## config.mk

```make
export PLATFORM = sky130hd
export DESIGN_NAME = etapa_if
export DESIGN_NICKNAME = d
export VERILOG_FILES = /design/src/rtl/etapa_if.sv
export SDC_FILE = /design/constraint.sdc
export NUM_CORES = 1
export LEC_CHECK = 0
export BUFFER_PORTS_ARGS = -buffer_cell sky130_fd_sc_hd__buf_2
export CORE_AREA = 2 2 117 165
export CTS_BUF_LIST = sky130_fd_sc_hd__clkbuf_4 sky130_fd_sc_hd__clkbuf_8
export DETAILED_ROUTE_END_ITERATION = 12
export DIE_AREA = 0 0 119 167
export PLACE_DENSITY_LB_ADDON = 0.3
export SETUP_SLACK_MARGIN = 0.4
export SYNTH_ARGS = -nofsm -noshare
export SYNTH_HDL_FRONTEND = slang
export SYNTH_SLANG_ARGS = --single-unit
```

## constraint.sdc

```tcl
create_clock -name clk -period 3.5 [get_ports clk]
set_clock_uncertainty 0.2 [all_clocks]
set_input_delay 0.525 -clock clk [delete_from_list [all_inputs] [get_ports clk]]
set_output_delay 0.525 -clock clk [all_outputs]
set_load 0.005 [all_outputs]
```

## src/rtl/etapa_if.sv

```systemverilog
// Instruction-fetch stage with IF/ID pipeline register.
// Fetches over a req/ack handshake, applies next-PC selection, and feeds opcode/funct to control.
module etapa_if #(
  parameter logic [31:0] PC_RESET = 32'h0000_0000,
  parameter logic [31:0] NOP      = 32'h0000_0000
) (
  input  logic        clk,
  input  logic        rst_n,
  input  logic        stall,
  input  logic [1:0]  SEL_DIR,
  input  logic        resetIF,
  input  logic [31:0] jr_target,
  output logic        imem_req,
  output logic [31:0] imem_addr,
  input  logic        imem_ack,
  input  logic [31:0] imem_rdata,
  output logic [31:0] instr_id,
  output logic [31:0] pc4_id,
  output logic [5:0]  opcode,
  output logic [5:0]  funct,
  output logic        valid_id,
  output logic        o_dbg_state
);

  // Handshake: imem_req high means imem_addr is valid and held stable until a
  // cycle with imem_ack high; imem_rdata is consumed in that same cycle.
  typedef enum logic {S_FETCH = 1'b0, S_HOLD = 1'b1} state_t;

  state_t      r_state;
  state_t      w_state_nxt;
  logic        r_run;
  logic [31:0] r_pc;
  logic [31:0] r_instr;
  logic [31:0] r_pc4;
  logic        r_valid;
  logic [31:0] r_hold_buf;
  logic        r_redir_pend;
  logic [31:0] r_redir_tgt;

  logic        w_req;
  logic        w_ack;
  logic        w_redir;
  logic [31:0] w_pc4;
  logic [31:0] w_target;

  // r_run keeps req low until the first edge after reset release.
  assign w_req   = r_run && (r_state == S_FETCH);
  assign w_ack   = w_req && imem_ack;
  assign w_redir = !stall && ((SEL_DIR == 2'b01) || (SEL_DIR == 2'b10));
  assign w_pc4   = r_pc + 32'd4;

  always_comb begin
    w_target = w_pc4;
    case (SEL_DIR)
      2'b01:   w_target = {r_pc4[31:28], r_instr[25:0], 2'b00};
      2'b10:   w_target = {jr_target[31:2], 2'b00};
      default: w_target = w_pc4;
    endcase
  end

  always_ff @(posedge clk or negedge rst_n) begin
    if (!rst_n) r_state <= S_FETCH;
    else        r_state <= w_state_nxt;
  end

  always_comb begin
    w_state_nxt = r_state;
    case (r_state)
      S_FETCH: if (w_ack && stall && !r_redir_pend) w_state_nxt = S_HOLD;
      S_HOLD:  if (!stall) w_state_nxt = S_FETCH;
      default: w_state_nxt = S_FETCH;
    endcase
  end

  always_ff @(posedge clk or negedge rst_n) begin
    if (!rst_n) begin
      r_run        <= 1'b0;
      r_pc         <= PC_RESET;
      r_instr      <= NOP;
      r_pc4        <= 32'd0;
      r_valid      <= 1'b0;
      r_hold_buf   <= 32'd0;
      r_redir_pend <= 1'b0;
      r_redir_tgt  <= 32'd0;
    end else begin
      r_run <= 1'b1;
      if (w_ack) begin
        if (r_redir_pend) begin
          // Word belongs to the abandoned path; a fresh redirect wins over the saved one.
          r_pc         <= w_redir ? w_target : r_redir_tgt;
          r_redir_pend <= 1'b0;
          if (!stall) begin
            r_instr <= NOP;
            r_valid <= 1'b0;
          end
        end else if (stall) begin
          r_hold_buf <= imem_rdata;
        end else if (w_redir) begin
          r_pc    <= w_target;
          r_instr <= NOP;
          r_valid <= 1'b0;
        end else begin
          r_instr <= imem_rdata;
          r_pc4   <= w_pc4;
          r_valid <= 1'b1;
          r_pc    <= w_pc4;
        end
      end else if (w_req && w_redir) begin
        // Address must not move mid-request, so remember where to go.
        r_redir_pend <= 1'b1;
        r_redir_tgt  <= w_target;
      end else if ((r_state == S_HOLD) && !stall) begin
        if (w_redir) begin
          r_pc    <= w_target;
          r_instr <= NOP;
          r_valid <= 1'b0;
        end else begin
          r_instr <= r_hold_buf;
          r_pc4   <= w_pc4;
          r_valid <= 1'b1;
          r_pc    <= w_pc4;
        end
      end
      if (resetIF) begin
        r_instr <= NOP;
        r_valid <= 1'b0;
      end
    end
  end

  assign imem_req    = w_req;
  assign imem_addr   = r_pc;
  assign instr_id    = r_instr;
  assign pc4_id      = r_pc4;
  assign opcode      = r_instr[31:26];
  assign funct       = r_instr[5:0];
  assign valid_id    = r_valid;
  assign o_dbg_state = r_state;

endmodule
```

==> results.md, run 1 <==
* Mapped Nets at approximately 930
* Std-Cell Rows at 59
* Reg clk slew, reported paths at ~0.08 ns
* Mapped cell area at 8160 um2
* Critical Path Fanout Max at 10
* CTS root buf: clkbuf_8
* Synth async-reset ratio at between 90% and 100%
* Synth top area cells: dfrtp_1 (50%), o21ai_0 (5.7%), nand2_1 (5.2%)
* Drt total wl at approximately 22,000 um
* Leakage at between 4 and 5 nW
* Worst setup path class: reg -> reg
* Initial antenna violation count at 1
* Worst slew margin at 48.9%
* Tot GR Track Use at between 20% and 30%
* CORE AREA at approximately 18,000 um2
* Max cap viols at 0
* Area grow syn2layout at 17.8%
* Number of DRC markers in iteration 0 at 441
* CTS Buf Count at 17
* Post-Layout Cell Count at between 1,000 and 1,500
* Status: completed
* Overflow after GRT at 0
* Clock Power Share at 23.9%
* Final Max Tran Viols at 0
* Internal at 3.75 mW
* Detail Route Antenna Nets at 0
* Final hold vios at 0
* Layout cell share with drive strength beyond 1 at between 20% and 30%
* NetSw at 1.88 mW
* Ports at about 180
* Vias per std cell at about 5.5
* Die Ht at between 150 and 200 um
* Syn Area/Cell at approximately 9.5 um2
* Largest net degree at the start of global routing at 75
* Clock Sinks at ~160
* HPWL Detailed at approximately 16,000 um
* Unrepaired setup endpoints after global routing: no
* Synth area leader: dfrtp_1
* Fin Setup TNS at 0 ns
* CTS resizes at 0
* DP Cell Count at around 1,200
* Die ar. at 19,900 um2
* YS warnings at 0
* Ant. Diodes at 0
* Post-route minimum period at ~2.6 ns
* # DRC at 0
* Number of flops mapped to enable cells by yosys at 0
* CTS H-tree depth at 4
* Starting Density at between 40% and 50%
* Final period utilization at between 70% and 80%
* Arr. time, crit path at between 2 and 3 ns
* Synth cell count leaders: dfrtp_1 (164), nand2_1 (112), o21ai_0 (93)
* Predominant post-synthesis flop cell: dfrtp_1
* Worst slew pin tran at 0.767 ns
* Data required time at the worst endpoint at 3.66 ns
* Worst-case clock buffer depth at 2
* Vias in the first global route at around 6,600
* CP Capture Type: flop
* Top-count cell post-synth: dfrtp_1
* Register share of total power at between 50% and 60%
* First drt pass iteration count at 5
* Sw Ratio at about a third
* Post-synthesis sequential area ratio at 50.3%
* Wire per inst at 17.8 um
* Power Density at around 590 nW/um2
* Die Wd at ~120 um
* Detailed-route via count at slightly below 7,000
* Layout net count at ~1,100
* Unique cell type count in the Yosys netlist at 53
* Skew-Pair Late Insertion Delay at between 0.4 and 0.5 ns
* # setup viols final at 0
* Logic pwr share at 26.0%
* Share of the synthesized area in the top cell type at 50.3%
* Fillers at between 1,500 and 2,000
* F_max at approximately 380 MHz
* Max VDD drop at 0.000255 V
* Post-synthesis cell count at roughly 860
* Flops & latches, synth at around 160
* CTS tree: done
* Hold crit path type: in -> reg
* Input/output buffers at 179
* RePlAce Congestion at 0.847
* First-pass GRT wire length at about 36,000 um
* Worst setup SP type: flop
placed cells by master (no fill, tap or decap), types with 8 or more instances in the layout:
cell type,instances
buf_2,178
a22oi_1,26
nand2_1,110
nor3_1,13
o31ai_1,13
mux2_2,35
nor3b_1,32
dfrtp_1,164
nor2_1,44
o21ai_0,93
buf_4,25
xnor2_1,14
nand4_1,8
xor2_1,12
a221oi_1,8
clkbuf_8,20
a21oi_1,63
nand3_1,18
inv_1,10
a22o_1,12
a31oi_1,12
power by group through the flow:
stage,clock [mW],sequential [mW],combinational (mW)
final,1.34,2.83,1.46
after global routing,1.45,2.90,1.65
after CTS,1.38,2.82,1.48
after detailed placement,0,2.86,1.48
after global placement,0,2.84,1.44
after floorplan,0,2.75,0.910
flip-flops by register name, indices dropped and copies added, names as in the netlist:
register / count
r_redir_pend: 1
valid_id: 1
pc4_id: 32
imem_addr: 32
r_hold_buf: 32
o_dbg_state: 1
r_redir_tgt: 32
r_run: 1
instr_id: 32
worst paths after layout:
path | startpoint | endpoint | slack (ns) | depth (start not counted)
setup / recovery | imem_addr[8] | imem_addr[28] | 0.85 | 5
hold / removal | resetIF | valid_id | 0.07 | 2
setup reg to reg | imem_addr[8] | imem_addr[28] | 0.85 | 5
hold reg to reg | pc4_id[7] | pc4_id[7] | 0.27 | 2
max in group asynchronous | rst_n | pc4_id[27] | 1.82 | 3
min in group asynchronous | rst_n | instr_id[6] | 0.43 | 2
metal layers:
| metal | wire [um] | GRT usage, % |
|---|---|---|
| met3 | 1110 | 4.83 |
| met5 | 13 | 0 |
| met1 | 9960 | 30.6 |
| met4 | 457 | 8.54 |
| met2 | 10800 | 36.2 |
through the flow:
| stage | setup slack (ns) | instance area, um2 | utilization, % | hold slack (ns) | total power, mW |
|---|---|---|---|---|---|
| after floorplan | 0.955 | 8160 | - | 0.0294 | 3.66 |
| after global placement | 0.616 | 9220 | 50.1 | 0.260 | 4.28 |
| after detailed placement | 0.631 | 9220 | 50.1 | 0.264 | 4.34 |
| after CTS | 0.867 | 9610 | 52.3 | 0.0436 | 5.69 |
| after global routing | 0.775 | 9610 | 52.3 | 0.0491 | 6.00 |
| final | 0.852 | 9610 | 52.3 | 0.0702 | 5.63 |
kinds of logic after synthesis:
family          count (synthesis)  synth area share [%]
compound gates                271                  20.7
mux                            35                  4.83
simple gates                  264                  15.8
flops                         164                  50.3
xor+xnor                       26                  2.79
other cells                     1                0.0460
buf+inv                        93                  5.00
fa+ha+maj                       3                 0.460
repair_timing:
| item | CTS | global route |
|---|---|---|
| hold endpoints to repair | 72 | 0 |
| buffers inserted | 0 | 0 |
| hold buffers | 1 | 0 |
cell type report:
cell class | count | area [um2] | share of cell area, %
Timing Repair Buffer | 206 | 1120 | 11.7
Tap cell | 244 | 305 | 3.18
Clock buffer | 24 | 305 | 3.18
Clock inverter | 8 | 76.3 | 0.794
Multi-Input combinational cell | 600 | 3660 | 38.1
Sequential cell | 164 | 4100 | 42.7
Inverter | 10 | 37.5 | 0.391
worst max-delay path: stages (launching register included):
cell and delay, ns:
dfrtp_1 0.52, nand3_2 0.20, or4_1 0.69, or3_4 0.46, a211o_1 0.31, a21o_1 0.17
Note: power is estimated with default switching activity, not from simulation.
==> run 2, diff against run 1 <==
- clock period: 3.5 -> 2.2 ns (I/O delays scaled with it)
==> run 2 against run 1 <==
Against the previous run:
- clock power increased by 74%
- sequential cell count unchanged
- power up 86%
- fmax grew 23%
- routed wire length rose by 21%
- non-clock buffer count rose by 135
- highest routed layer is now met4
- first-iteration DRC count is 12% higher
- final cell count rose by 11%
==> results.md, run 2 (same netlist as run 1, synthesis figures left out) <==
* Status: completed
* Final instance area at 12,200 um2 (+27%)
* CTS tree: done
* Initial antenna violation count at 0 (-1)
* Hold endpoint: r_redir_tgt[23]
* Final Max Tran Viols at 0 (unchanged)
* Worst slew pin tran at 0.583 ns (-0.184 ns)
* CTS H-tree depth at 4 (unchanged)
* Most frequent cells in the layout: buf_2 (175), dfrtp_1 (161), nand2_1 (102), buf_4 (71), a21oi_1 (58)
* Max cap viols at 0 (unchanged)
* Leakage at 5.49 nW (+27%)
* Vias per std cell at 5.59 (+1.4%)
* First drt pass iteration count at 5 (unchanged)
* Arr. time, crit path at 2.33 ns (-0.48 ns)
* Detailed-route via count at 7,801 (+13%)
* HPWL Detailed at 16,300 um (+3.3%)
* Die Ht at 167 um (unchanged)
* Starting Density at 44.4% (unchanged)
* Ports at 182 (unchanged)
* Largest net degree at the start of global routing at 102 (+36%)
* Power Density at 859 nW/um2 (+46%)
* Fin Setup TNS at 0 ns (unchanged)
* DP Cell Count at 1,262 (+3.2%)
* Worst-case clock buffer depth at 2 (unchanged)
* Die Wd at 119 um (unchanged)
* RePlAce Congestion at 0.926 (+9.4%)
* Fillers at 1,429 (-18%)
* DP Worst Slack at -0.0509 ns (-0.682 ns)
* Post-route minimum period at 2.16 ns (-0.490 ns)
* Worst slew margin at 61.1% (+12 points)
* R2R depth at 5 (unchanged)
* Overflow after GRT at 0 (unchanged)
* R2r endpoint: imem_addr[28]
* Vias in the first global route at 7,433 (+13%)
* Worst hold path depth at 3 (+1)
* # setup viols final at 0 (unchanged)
* Clock Sinks at 164 (unchanged)
* Number of DRC markers in iteration 0 at 496 (+12%)
* First-pass GRT wire length at 40,000 um (+12%)
* Hold crit path type: in -> reg
* Hold path start: jr_target[23]
* Worst setup path class: reg -> reg
* CTS Buf Count at 17 (unchanged)
* Placed inst area at 9880 um2 (+7.2%)
* Tot GR Track Use at 25.4% (+2.6 points)
* Unrepaired setup endpoints after global routing: yes
* R2R Setup Slk at 0.04 ns (-0.81 ns)
* CP Capture Type: flop
* Final WS setup at 0.0416 ns (-0.810 ns)
* Post-Layout Cell Count at 1,395 (+11%)
* Critical Path Fanout Max at 5 (-5)
* Slowest CP cell: or4_4
* Ant. Diodes at 0 (unchanged)
* Detail Route Antenna Nets at 0 (unchanged)
* Layout net count at 1,212 (+13%)
* Commonest non-fill, non-tap cell in the layout: buf_2
* Max VDD drop at 0.000468 V (+83%)
* Drt total wl at 27,000 um (+21%)
* Final hold vios at 0 (unchanged)
* CTS root buf: clkbuf_8
* Reg clk slew, reported paths at 0.09 ns (about the same)
* Input/output buffers at 179 (unchanged)
* Reg2Reg Launch Point: imem_addr[14]
* Delay of the slowest critical-path stage at 0.56 ns (-0.13 ns)
* Data required time at the worst endpoint at 2.37 ns (-1.29 ns)
* Die ar. at 19,900 um2 (unchanged)
* # DRC at 0 (unchanged)
* Total power at 10.5 mW (+86%)
* F_max at 463 MHz (+23%)
* Layout cell share with drive strength beyond 1 at 43.3% (+15 points)
* Cells along the critical path: nand4_1, or4_4, or3_4, a211o_1, a21o_1
* Wire per inst at 19.4 um (+8.7%)
* Std-Cell Rows at 59 (unchanged)
* Skew-Pair Late Insertion Delay at 0.48 ns (about the same)
* Final period utilization at 98.1% (+22 points)
* Area grow syn2layout at 49.4%
* CORE AREA at 18,400 um2 (unchanged)
* Worst setup SP type: flop
==> run 2: cell types whose count changed in the layout (fill, tap and decap cells not counted), sizes merged <==
| cell | previous run | this run |
|---|---|---|
| buf | 205 | 299 |
| bufinv | 1 | 3 |
| clkbuf | 24 | 21 |
| clkinvlp | 3 | 6 |
| dlygate4sd3 | 1 | 38 |
| inv | 10 | 12 |
| nand2 | 112 | 113 |
| or2 | 3 | 6 |
==> run 2: how the worst max path moves through the flow <==
| stage | slack [ns] | start | end |
|---|---|---|---|
| finish | 0.04 | imem_addr[14] | imem_addr[28] |
| CTS | 0.08 | imem_addr[10] | imem_addr[28] |
| detailed placement | -0.05 | imem_addr[8] | imem_addr[30] |
| floorplan | -0.09 | imem_addr[8] | imem_addr[28] |
| global placement | -0.03 | imem_addr[8] | pc4_id[30] |
| global route | -0.02 | imem_addr[15] | imem_addr[28] |
==> run 2: metal layers <==
layer  GRT usage [%]  routed length [um]  up-vias
met5               0                   0        -
met4            10.5                 976        0
met3            5.34                1390       61
met2            41.6               14000      268
met1            32.6               10700     3807
li1                -                   -     3665
==> run 2: area by class of cell <==
class | instances | area (um2) | area share, %
clock buffers | 17 | 234 | 1.92
multi-input cells | 604 | 4640 | 38.0
flip-flops and latches | 164 | 4110 | 33.7
clock inverters | 15 | 183 | 1.50
repair buffers | 341 | 2690 | 22.0
inverters | 10 | 37.5 | 0.308
well taps | 244 | 305 | 2.50
==> run 2: critical path: cells and delay by family (launching register included) <==
family / cells / cell delay (ns)
AOI/OAI and AO/OA: 2 / 0.41
DFF: 1 / 0.36
and+or+nand+nor: 3 / 1.08
==> run 2: power by group <==
| group | leakage (nW) | switching [mW] | total (mW) | internal (mW) |
|---|---|---|---|---|
| clock network | 0.192 | 1.21 | 2.33 | 1.13 |
| logic | 3.22 | 1.79 | 3.76 | 1.97 |
| registers | 2.08 | 0.577 | 4.38 | 3.80 |
==> run 2: repair_timing <==
item | CTS | global route
pin swaps | 13 | 38
endpoints found under the setup margin | 115 | 155
setup buffers | 28 | 21
gates cloned | 6 | 8
hold endpoints to repair | 201 | 0
hold buffers | 38 | 0
gates resized for setup | 53 | 176
==> run 2: stage by stage <==
step / hold slack [ns] / util, %
6_report: 0.0205 / 66.3
5_1_grt: 0.0540 / 66.3
4_1_cts: 0.00667 / 61.4
3_5_place_dp: 0.151 / 53.8
3_3_place_gp: 0.147 / 53.8
2_1_floorplan: -0.166 / -
==> run 3, diff against run 2 <==
- BUFFER_PORTS_ARGS: -buffer_cell sky130_fd_sc_hd__buf_2 -> -buffer_cell sky130_fd_sc_hd__buf_4
- SLEW_MARGIN: not set -> 15
==> run 3 against run 2 <==
Against the previous run:
- clock-buffer cell count up 3
- final area up 6.5%
- sequential cell count unchanged
- sequential power up 0.9%
- fmax down 3.7%
- the run now ends with negative setup slack left
- utilization up 4.3 points
- routed wire length up 12%
- critical path depth unchanged
- global-route usage up 0.40 points
- power up 4.3%
- non-clock buffer count up 16
==> results.md, run 3 (same netlist as run 1, synthesis figures left out) <==
* Initial antenna violation count at 0 (unchanged)
* # DRC at 0 (unchanged)
* Worst-case clock buffer depth at 2 (unchanged)
* CP Capture Type: flop
* Cells along the critical path: nand4_1, or4_4, or3_1, o32a_1, nand3_1
* Hold crit path type: in -> reg
* Worst setup SP type: flop
* Number of DRC markers in iteration 0 at 599 (+21%)
* Std-Cell Rows at 59 (unchanged)
* RePlAce Congestion at 0.930 (+0.41%)
* Tot GR Track Use at 25.8% (+0.40 points)
* # setup viols final at 4 (+4)
* Drt total wl at 30,300 um (+12%)
* First-pass GRT wire length at 40,800 um (+1.9%)
* Final period utilization at 102% (+3.8 points)
* Final Max Tran Viols at 0 (unchanged)
* Detail Route Antenna Nets at 0 (unchanged)
* Smallest hold slack at 0.0232 ns (+0.00270 ns)
* Ant. Diodes at 0 (unchanged)
* Critical Path Fanout Max at 5 (unchanged)
* Delay of the slowest critical-path stage at 0.59 ns (+0.03 ns)
* F_max at 446 MHz (-3.7%)
* Starting Density at 44.4% (unchanged)
* Post-route minimum period at 2.24 ns (+0.0830 ns)
* CTS Buf Count at 17 (unchanged)
* Final hold vios at 0 (unchanged)
* Most frequent cells in the layout: buf_4 (232), dfrtp_1 (159), nand2_1 (100), a21oi_1 (55), buf_6 (53)
* CORE AREA at 18,400 um2 (unchanged)
* Overflow after GRT at 0 (unchanged)
* Layout net count at 1,231 (+1.6%)
* Power Density at 841 nW/um2 (-2.1%)
* Largest net degree at the start of global routing at 65 (-36%)
* Final WS setup at -0.0414 ns (-0.0830 ns)
* Commonest non-fill, non-tap cell in the layout: buf_4
* Unrepaired setup endpoints after global routing: yes
* Status: finished, violations left
* Die ar. at 19,900 um2 (unchanged)
* Reg clk slew, reported paths at 0.09 ns (about the same)
* First drt pass iteration count at 5 (unchanged)
* Total power at 10.9 mW (+4.3%)
* Data required time at the worst endpoint at 2.41 ns (+0.04 ns)
* Max cap viols at 0 (unchanged)
* Slowest CP cell: or4_4
* Die Wd at 119 um (unchanged)
* Worst slew pin tran at 0.576 ns (-0.00672 ns)
* Worst hold path depth at 2 (-1)
* CTS tree: done
* Leakage at 5.78 nW (+5.2%)
* Area grow syn2layout at 59.2%
* Ports at 182 (unchanged)
* Input/output buffers at 179 (unchanged)
* Detailed-route via count at 8,233 (+5.5%)
* Failing checks: negative setup slack
* Vias in the first global route at 7,603 (+2.3%)
* Skew-Pair Late Insertion Delay at 0.46 ns (-0.02 ns)
* Clock Sinks at 164 (unchanged)
* CTS H-tree depth at 4 (unchanged)
* Arr. time, crit path at 2.45 ns (+0.12 ns)
* HPWL Detailed at 16,500 um (+1.4%)
* Wire per inst at 21.4 um (+11%)
* Vias per std cell at 5.83 (+4.3%)
* Worst setup path class: reg -> reg
* CTS root buf: clkbuf_8
* Layout cell share with drive strength beyond 1 at 44.8% (+1.5 points)
* Worst slew margin at 61.6% (+0.45 points)
* Max VDD drop at 0.000499 V (+6.6%)
* Die Ht at 167 um (unchanged)
* R2R depth at 5 (unchanged)
* Final Util at 70.6% (+4.3 points)
-- run 3: cell types whose count changed in the layout (fill, tap and decap cells not counted), sizes merged --
cell / previous run / this run
or2: 6 / 7
clkinvlp: 6 / 4
bufinv: 3 / 2
clkbuf: 21 / 27
inv: 12 / 10
nand2: 113 / 115
buf: 299 / 312
-- run 3: layout make-up --
cell class	instances	area (um2)
clock buffers	20	263
repair buffers	357	3450
clock inverters	10	110
inverters	10	37.5
well taps	244	305
fillers	1298	5400
multi-input cells	607	4700
flip-flops and latches	164	4110
-- run 3: where the power goes --
part           leakage, nW  internal, mW  switching, mW  total (mW)
combinational         3.51          2.37           1.96        4.33
sequential            2.08          3.80          0.617        4.42
clock                0.183          1.04           1.12        2.16
total                 5.78          7.21           3.70        10.9
-- run 3: worst paths after layout --
check                                 to     startpoint  slack, ns
max                        imem_addr[25]  imem_addr[16]      -0.04
min                          o_dbg_state          stall       0.02
max reg2reg                imem_addr[25]  imem_addr[16]      -0.04
min reg2reg                   pc4_id[22]     pc4_id[22]       0.28
max in group asynchronous   imem_addr[6]          rst_n       0.98
min in group asynchronous  r_hold_buf[4]          rst_n       0.18
-- run 3: layer usage --
layer,track usage [%],up-vias,share of wire (%)
met2,44.4,383,51
li1,-,3707,-
met1,32.4,4023,38
met5,0,-,0
met3,4.93,120,6.0
met4,8.70,0,4.8
-- run 3: per-stage QoR --
stage                     instance area, um2  setup WS [ns]  setup TNS [ns]  std cells
final                                  13000        -0.0414         -0.0806       1412
after global routing                   13000        -0.0783          -0.413       1412
after CTS                              11700         0.0600               0       1361
after detailed placement               10300        -0.0964          -0.147       1259
after global placement                 10300        -0.0664         -0.0664       1259
after floorplan                         8590        -0.0886          -0.519        857
-- run 3: critical path, delay by kind of cell, from the launching register on --
kind,cells,cell delay [ns]
AND/OR/NAND/NOR,4,1.30
AO/OA/AOI/OAI,1,0.32
flip-flops,1,0.36
-- run 3: timing repair --
action | CTS | global route
endpoints found under the hold margin | 105 | 0
cloned | 4 | 17
hold buffers | 38 | 0
setup endpoints to repair | 115 | 153
buffers inserted | 30 | 34
gates resized for setup | 60 | 194
pin swaps | 16 | 43
